<file path="src/rtl/hs_pkg.sv">
// Shared handshake definitions: burst-source FSM encodings and LFSR constants,
// also used by downstream checker blocks.
package hs_pkg;

   typedef enum logic [1:0] {
      HS_IDLE = 2'd0,
      HS_SEND = 2'd1,
      HS_DONE = 2'd2
   } hs_state_e;

   localparam logic [7:0] HS_LFSR_SEED = 8'hA5;
   // Taps 8,6,5,4 of the Fibonacci LFSR, as a bit mask over state[7:0].
   localparam logic [7:0] HS_LFSR_TAPS = 8'hB8;

   function automatic logic [7:0] hs_lfsr8_next(input logic [7:0] s);
      return {s[6:0], ^(s & HS_LFSR_TAPS)};
   endfunction

endpackage

</file>
<file path="src/rtl/hs_lfsr8.sv">
// 8-bit Fibonacci LFSR with synchronous seed load; steps once per enabled cycle.
module hs_lfsr8
   import hs_pkg::*;
(
   input  logic       clk,
   input  logic       s_rst_n,
   input  logic       en,
   input  logic       load,
   output logic [7:0] state
);

   logic [7:0] state_q;

   always_ff @(posedge clk or negedge s_rst_n) begin
      if (!s_rst_n) begin
         state_q <= HS_LFSR_SEED;
      end else if (load) begin
         state_q <= HS_LFSR_SEED;
      end else if (en) begin
         state_q <= hs_lfsr8_next(state_q);
      end
   end

   assign state = state_q;

endmodule

</file>
<file path="src/rtl/hs_burst_source.sv">
// Valid/ready burst source: emits DEPTH incrementing words from INIT_VAL per start.
// Optional random valid gaps between words when HS_SRC_THROTTLE_EN is defined.
module hs_burst_source
   import hs_pkg::*;
#(
   parameter int unsigned WIDTH    = 8,
   parameter int unsigned DEPTH    = 256,
   parameter int unsigned INIT_VAL = 0
) (
   input  logic             clk,
   input  logic             s_rst_n,
   input  logic             start,
   input  logic             src_ready,
   output logic             src_vaild,
   output logic [WIDTH-1:0] src_data_out,
   output logic             busy,
   output logic             done
);

   localparam int unsigned      CNT_W = $clog2(DEPTH) + 1;
   localparam logic [CNT_W-1:0] LAST  = CNT_W'(DEPTH - 1);
   localparam logic [WIDTH-1:0] INIT  = WIDTH'(INIT_VAL);

   hs_state_e        state_q, state_d;
   logic             valid_q, valid_d;
   logic [WIDTH-1:0] data_q, data_d;
   logic             busy_q, busy_d;
   logic             done_q, done_d;
   logic [CNT_W-1:0] cnt_q, cnt_d;
   logic             gap_q, gap_d;
   logic             hs;
   logic             accept;
   logic             throttle;

   assign hs     = valid_q & src_ready;
   assign accept = (state_q == HS_IDLE) & start;

`ifdef HS_SRC_THROTTLE_EN
   logic [7:0] lfsr_state;

   hs_lfsr8 u_lfsr (
      .clk     (clk),
      .s_rst_n (s_rst_n),
      .en      (hs),
      .load    (accept),
      .state   (lfsr_state)
   );

   // The feedback bit is bit0 of the LFSR value produced by this handshake's step.
   assign throttle = ^(lfsr_state & HS_LFSR_TAPS);
`else
   assign throttle = 1'b0;
`endif

   always_comb begin
      state_d = state_q;
      valid_d = valid_q;
      data_d  = data_q;
      busy_d  = busy_q;
      done_d  = 1'b0;
      cnt_d   = cnt_q;
      gap_d   = 1'b0;
      unique case (state_q)
         HS_IDLE: begin
            if (start) begin
               state_d = HS_SEND;
               valid_d = 1'b1;
               data_d  = INIT;
               busy_d  = 1'b1;
               cnt_d   = '0;
            end
         end
         HS_SEND: begin
            if (gap_q) begin
               valid_d = 1'b1;
            end else if (hs) begin
               if (cnt_q == LAST) begin
                  state_d = HS_DONE;
                  valid_d = 1'b0;
                  busy_d  = 1'b0;
                  done_d  = 1'b1;
               end else begin
                  cnt_d   = cnt_q + CNT_W'(1);
                  data_d  = data_q + WIDTH'(1);
                  gap_d   = throttle;
                  valid_d = ~throttle;
               end
            end
         end
         HS_DONE: state_d = HS_IDLE;
         default: state_d = HS_IDLE;
      endcase
   end

   always_ff @(posedge clk or negedge s_rst_n) begin
      if (!s_rst_n) begin
         state_q <= HS_IDLE;
         valid_q <= 1'b0;
         data_q  <= '0;
         busy_q  <= 1'b0;
         done_q  <= 1'b0;
         cnt_q   <= '0;
         gap_q   <= 1'b0;
      end else begin
         state_q <= state_d;
         valid_q <= valid_d;
         data_q  <= data_d;
         busy_q  <= busy_d;
         done_q  <= done_d;
         cnt_q   <= cnt_d;
         gap_q   <= gap_d;
      end
   end

   assign src_vaild    = valid_q;
   assign src_data_out = data_q;
   assign busy         = busy_q;
   assign done         = done_q;

endmodule

</file>
<file path="config.mk">
export PLATFORM = sky130hd
export DESIGN_NAME = hs_burst_source
export DESIGN_NICKNAME = d
export VERILOG_FILES = /design/src/rtl/hs_pkg.sv /design/src/rtl/hs_lfsr8.sv /design/src/rtl/hs_burst_source.sv
export SDC_FILE = /design/constraint.sdc
export NUM_CORES = 1
export LEC_CHECK = 0
export CAP_MARGIN = 20
export CORE_UTILIZATION = 40
export DETAILED_ROUTE_END_ITERATION = 6
export GPL_TIMING_DRIVEN = 0
export HOLD_SLACK_MARGIN = 0.08
export SYNTH_ARGS = -nofsm -noshare
export SYNTH_HDL_FRONTEND = slang
export SYNTH_SLANG_ARGS = --single-unit
export TNS_END_PERCENT = 10
</file>
<file path="constraint.sdc">
create_clock -name clk -period 5.3 [get_ports clk]
set_input_delay 1.06 -clock clk [delete_from_list [all_inputs] [get_ports clk]]
set_output_delay 1.06 -clock clk [all_outputs]
set_load 0.05 [all_outputs]
</file>
After elaboration in Yosys (flattened, before gate mapping)
Index checks and enable logic that the tools add are counted.
- add/subtract/negate cells: 2
- equal/unequal tests: 6
- mux-type cells: 22
- bitwise gates (word level): 1
- reductions and logical operators: 6
- operator list (kind ; number):
    $mux 9 ; 3
    $mux 8 ; 3
    $pmux 9 s2 ; 1
    $pmux 8 s2 ; 1
    $add 9x1->9 const B ; 1
    $eq 9x8->1 const B ; 1
    $add 8x1->8 const B ; 1
    $mux 1 ; 8
    $ne 2x2->1 const B ; 4
    $reduce_and 4->1 ; 2
    $mux 2 ; 3
    $reduce_and 3->1 ; 2
    $pmux 1 s2 ; 2
    $pmux 2 s2 ; 1
    $eq 2x1->1 const B ; 1
    $logic_not 2->1 ; 1
    $reduce_bool 2->1 ; 1
    $and 1x1->1 ; 1
- flip-flop bits (word level): 22
- input port bits: 4
- output and inout bits: 11
- logic and storage cells: 43

Logic depth before layout (Yosys ltp)
- word-level depth: 4
- depth in mapped cells: 9
- mapped depth without buffers: 8

Worst setup path before layout
Ideal clock, no wire load.
- kind: input to register
- from: in src_ready
- to: reg cnt_q[6]
- library setup time: 0.077 ns
- arrival: 2.022 ns
- required time: 5.223 ns
- setup slack: 3.201 ns
- cell stages on the path: 5
- buffers on the path: 1
- path through: nand4b_2 > a21o_1 > buf_6 > or4_1 > a21oi_1
- longest elaborated chain between the ends: 3
- ends and longest elaborated chain (element ; line ; RTL):
    start: declaration ; hs_burst_source.sv:13 ; input logic src_ready,
    $and 1x1->1 ; hs_burst_source.sv:35 ; assign hs = valid_q & src_ready;
    $ne 2x2->1 (no line) ; - ;
    $reduce_and 4->1 (no line) ; - ;
    end signal: assignment ; hs_burst_source.sv:110 ; cnt_q <= cnt_d;
    end: declaration ; hs_burst_source.sv:29 ; logic [CNT_W-1:0] cnt_q, cnt_d;
No other way between the ends.
A chain may end at the register's enable or synchronous reset.

Worst setup path after layout
- from: reg data_q[0] (netlist: src_data_out[0])
- to: out src_data_out[0]
- RTL lines (element ; line ; RTL):
    start: declaration ; hs_burst_source.sv:26 ; logic [WIDTH-1:0] data_q, data_d;
    start signal: assignment ; hs_burst_source.sv:107 ; data_q <= data_d;
    end: declaration ; hs_burst_source.sv:15 ; output logic [WIDTH-1:0] src_data_out,
No word-level cell between the ends.

==> flow_summary.yaml <==
route:
  vias: 872
  wirelength_mm: 2.235
  antenna_left: 0
  routedWlPerCell_um: 13.38
  dr.pass1.iters: 4
  via_per_inst: 5.222
  drc: 0
  drt_iter0_markers: 13
global_routing:
  met3_usage: 0.02732
  grtUsageMet1: 0.2542
  busiest_layer: "met2"
  grt_first_pass_wirelength_mm: 3.843
  grt_pass1_vias: 878
  antenna_found_initial: 0
  grt_usage: 0.1797
  grt-ovfl-total: 0
  met2_usage: 0.2711
  grt_max_degree: 23
final_layout:
  nNetsFinal: 145
  postLayoutCoreUtil: 0.5322
  syn_to_final_growth_pct: 21.47
  antennaDiodeCount: 0
  layout-drive-gt1-share: 0.08029
  stdcell_count: 167
place:
  gp_congestion: 0.7638
  dp_hpwl_mm: 1.624
  placedCellCount: 162
  portBuffers: 14
synth:
  synth_top_area_frac: 0.4894
  ys_warn_count: 0
  synthCells: 118
  synth_common_cells: "22 x dfrtp_1, 18 x nand2_1, 15 x nor2_1"
  synth.avg_cell_area_um2: 9.532
  yosysMostFrequentCell: "dfrtp_1"
  synth_edf_count: 0
  synthTopCellsByArea: "dfrtp_1 49%, xnor2_1 7.8%, nand2_1 6.0%"
  synthDistinctLibCells: 28
  synthArstFlopShare: 1.000
  synth_fp_nets: 125
  yosysSeqAreaShare: 0.4894
  synth_top_flop_cell: "dfrtp_1"
  syn_area_mm2: 0.001125
  yosysTopAreaCell: "dfrtp_1"
  ys_ff_latch: 22
clock_network:
  clk_latency_ns: 0.30
  cts_hold_buf: 0
  path_clk_slew_ns: 0.12
  post_cts_resize_count: 0
  cts_made_buffers: 3
  htreeDepth: 1
  cts_setup_buffers: 0
  root_buffer: "clkbuf_4"
  clock_path_buffers: 2
  cts.sinks: 22
  cts_tree: "yes"
worst_setup_path:
  cp_num_buf_inv: 1
  cp_slowest_cell: "clkdlybuf4s50_1"
  worstSetupEndpointType: "primary output"
  worstPathArrival_ns: 1.62
  start_kind: "flip-flop"
  cp.required_ns: 4.24
  worstSetupPathType: "reg2out"
  cp_max_fo: 6
  critical_path.top_delay_family: "buffers and inverters"
  worstPathCellList: "clkdlybuf4s50_1"
  crit_path_max_incr_delay_ns: 0.84
pwr:
  power.density_mw_per_mm2: 426.2
  static-leakage-power_nw: 0.5714
  peakVddDrop_uv: 274.2
sta:
  slew_violations: 0
  relSlewSlack: 0.6588
  rsz0062_at_grt: "false"
  post-route-period-util: 0.5051
  fmax_mhz: 373.5
  skew_ns: 0.003740
  hold_viol_final: 0
  layout_min_cycle_time_ns: 2.677
  setup_tns_ns: 0
  setup_viol: 0
  worstMarginPinSlew_ns: 0.4989
floorplanning:
  rows: 18
  die_area_mm2: 0.003028
  initial_utilization: 0.4381
  ios: 15
  die_w_um: 55.03
  core-area_mm2: 0.002567
  dieHeight_um: 55.03
run:
  drv_cap: 0
min_path:
  hold_class: "reg2reg"
run_status:
  status: "completed"
-- state kept, by name, indices dropped and copies added (netlist names) --
signal and cells:
cnt_q 9, busy 1, src_vaild 1, done 1, src_data_out 8, state_q 2
-- through the flow --
| stage | setup slack [ns] | area (µm²) | power [mW] | hold WS (ns) |
|---|---|---|---|---|
| 2_1_floorplan | 3.201 | 1125 | 0.4153 | 0.4471 |
| 3_3_place_gp | 2.557 | 1303 | 0.4890 | 0.4632 |
| 3_5_place_dp | 2.544 | 1303 | 0.4934 | 0.4823 |
| 4_1_cts | 2.609 | 1339 | 0.5876 | 0.5112 |
| 5_1_grt | 2.545 | 1366 | 0.6221 | 0.5284 |
| 6_report | 2.623 | 1366 | 0.5824 | 0.5046 |
-- cell usage in the layout (no fill, tap or decap), types with 2 or more instances in the layout --
| cell | netlist | routed |
|---|---|---|
| xnor2_1 | 10 | 10 |
| clkbuf_1 | 4 | 4 |
| o21ai_0 | 2 | 2 |
| clkdlybuf4s50_1 | 0 | 14 |
| nand2_1 | 18 | 18 |
| a211oi_1 | 7 | 7 |
| dfrtp_1 | 22 | 22 |
| ha_1 | 3 | 3 |
| clkbuf_4 | 0 | 3 |
| nor2b_1 | 2 | 2 |
| a21oi_1 | 7 | 7 |
| inv_1 | 4 | 4 |
| nand4b_1 | 2 | 2 |
| o31ai_1 | 2 | 2 |
| nor2_1 | 15 | 15 |
| nand3_1 | 6 | 6 |
-- cell families after synthesis --
family,synth area share
xor gates and xnor gates,0.07786
DFF,0.4894
and+or+nand+nor,0.2225
buffers and inverters,0.04338
adders and majority gates,0.03337
AOI/OAI and AO/OA,0.1335
-- layer usage --
| layer | up-vias | share of wire |
|---|---|---|
| met5 | - | 0 |
| met4 | 0 | 0.0058 |
| met3 | 2 | 0.033 |
| met2 | 10 | 0.45 |
| met1 | 418 | 0.51 |
| li1 | 442 | - |
-- report_power, final --
group | leakage, nW | switching, mW | internal [mW] | total [mW]
sequential | 0.294 | 0.0347 | 0.201 | 0.235
combinational | 0.256 | 0.163 | 0.0931 | 0.256
clock | 0.0210 | 0.0495 | 0.0419 | 0.0914
total | 0.571 | 0.247 | 0.336 | 0.582
-- final timing paths --
kind / cells past startpoint / slack (ns) / start / end
setup / recovery: 1 / 2.62 / src_data_out[0] / src_data_out[0]
hold / removal: 2 / 0.50 / cnt_q[1] / cnt_q[1]
setup reg to reg: 9 / 3.07 / cnt_q[0] / cnt_q[6]
hold reg to reg: 2 / 0.50 / cnt_q[1] / cnt_q[1]
max in group asynchronous: 2 / 3.94 / s_rst_n / src_data_out[7]
min in group asynchronous: 1 / 0.98 / s_rst_n / done
-- cell type report --
| class | count | area (µm²) |
|---|---|---|
| Fill cell | 265 | 1201 |
| Sequential cell | 22 | 550.5 |
| Multi-Input combinational cell | 86 | 525.5 |
| Timing Repair Buffer | 15 | 167.7 |
| Tap cell | 30 | 37.54 |
| Clock buffer | 4 | 36.28 |
| Buffer | 6 | 33.78 |
| Inverter | 4 | 15.01 |
Note: power is estimated with default switching activity, not from simulation.
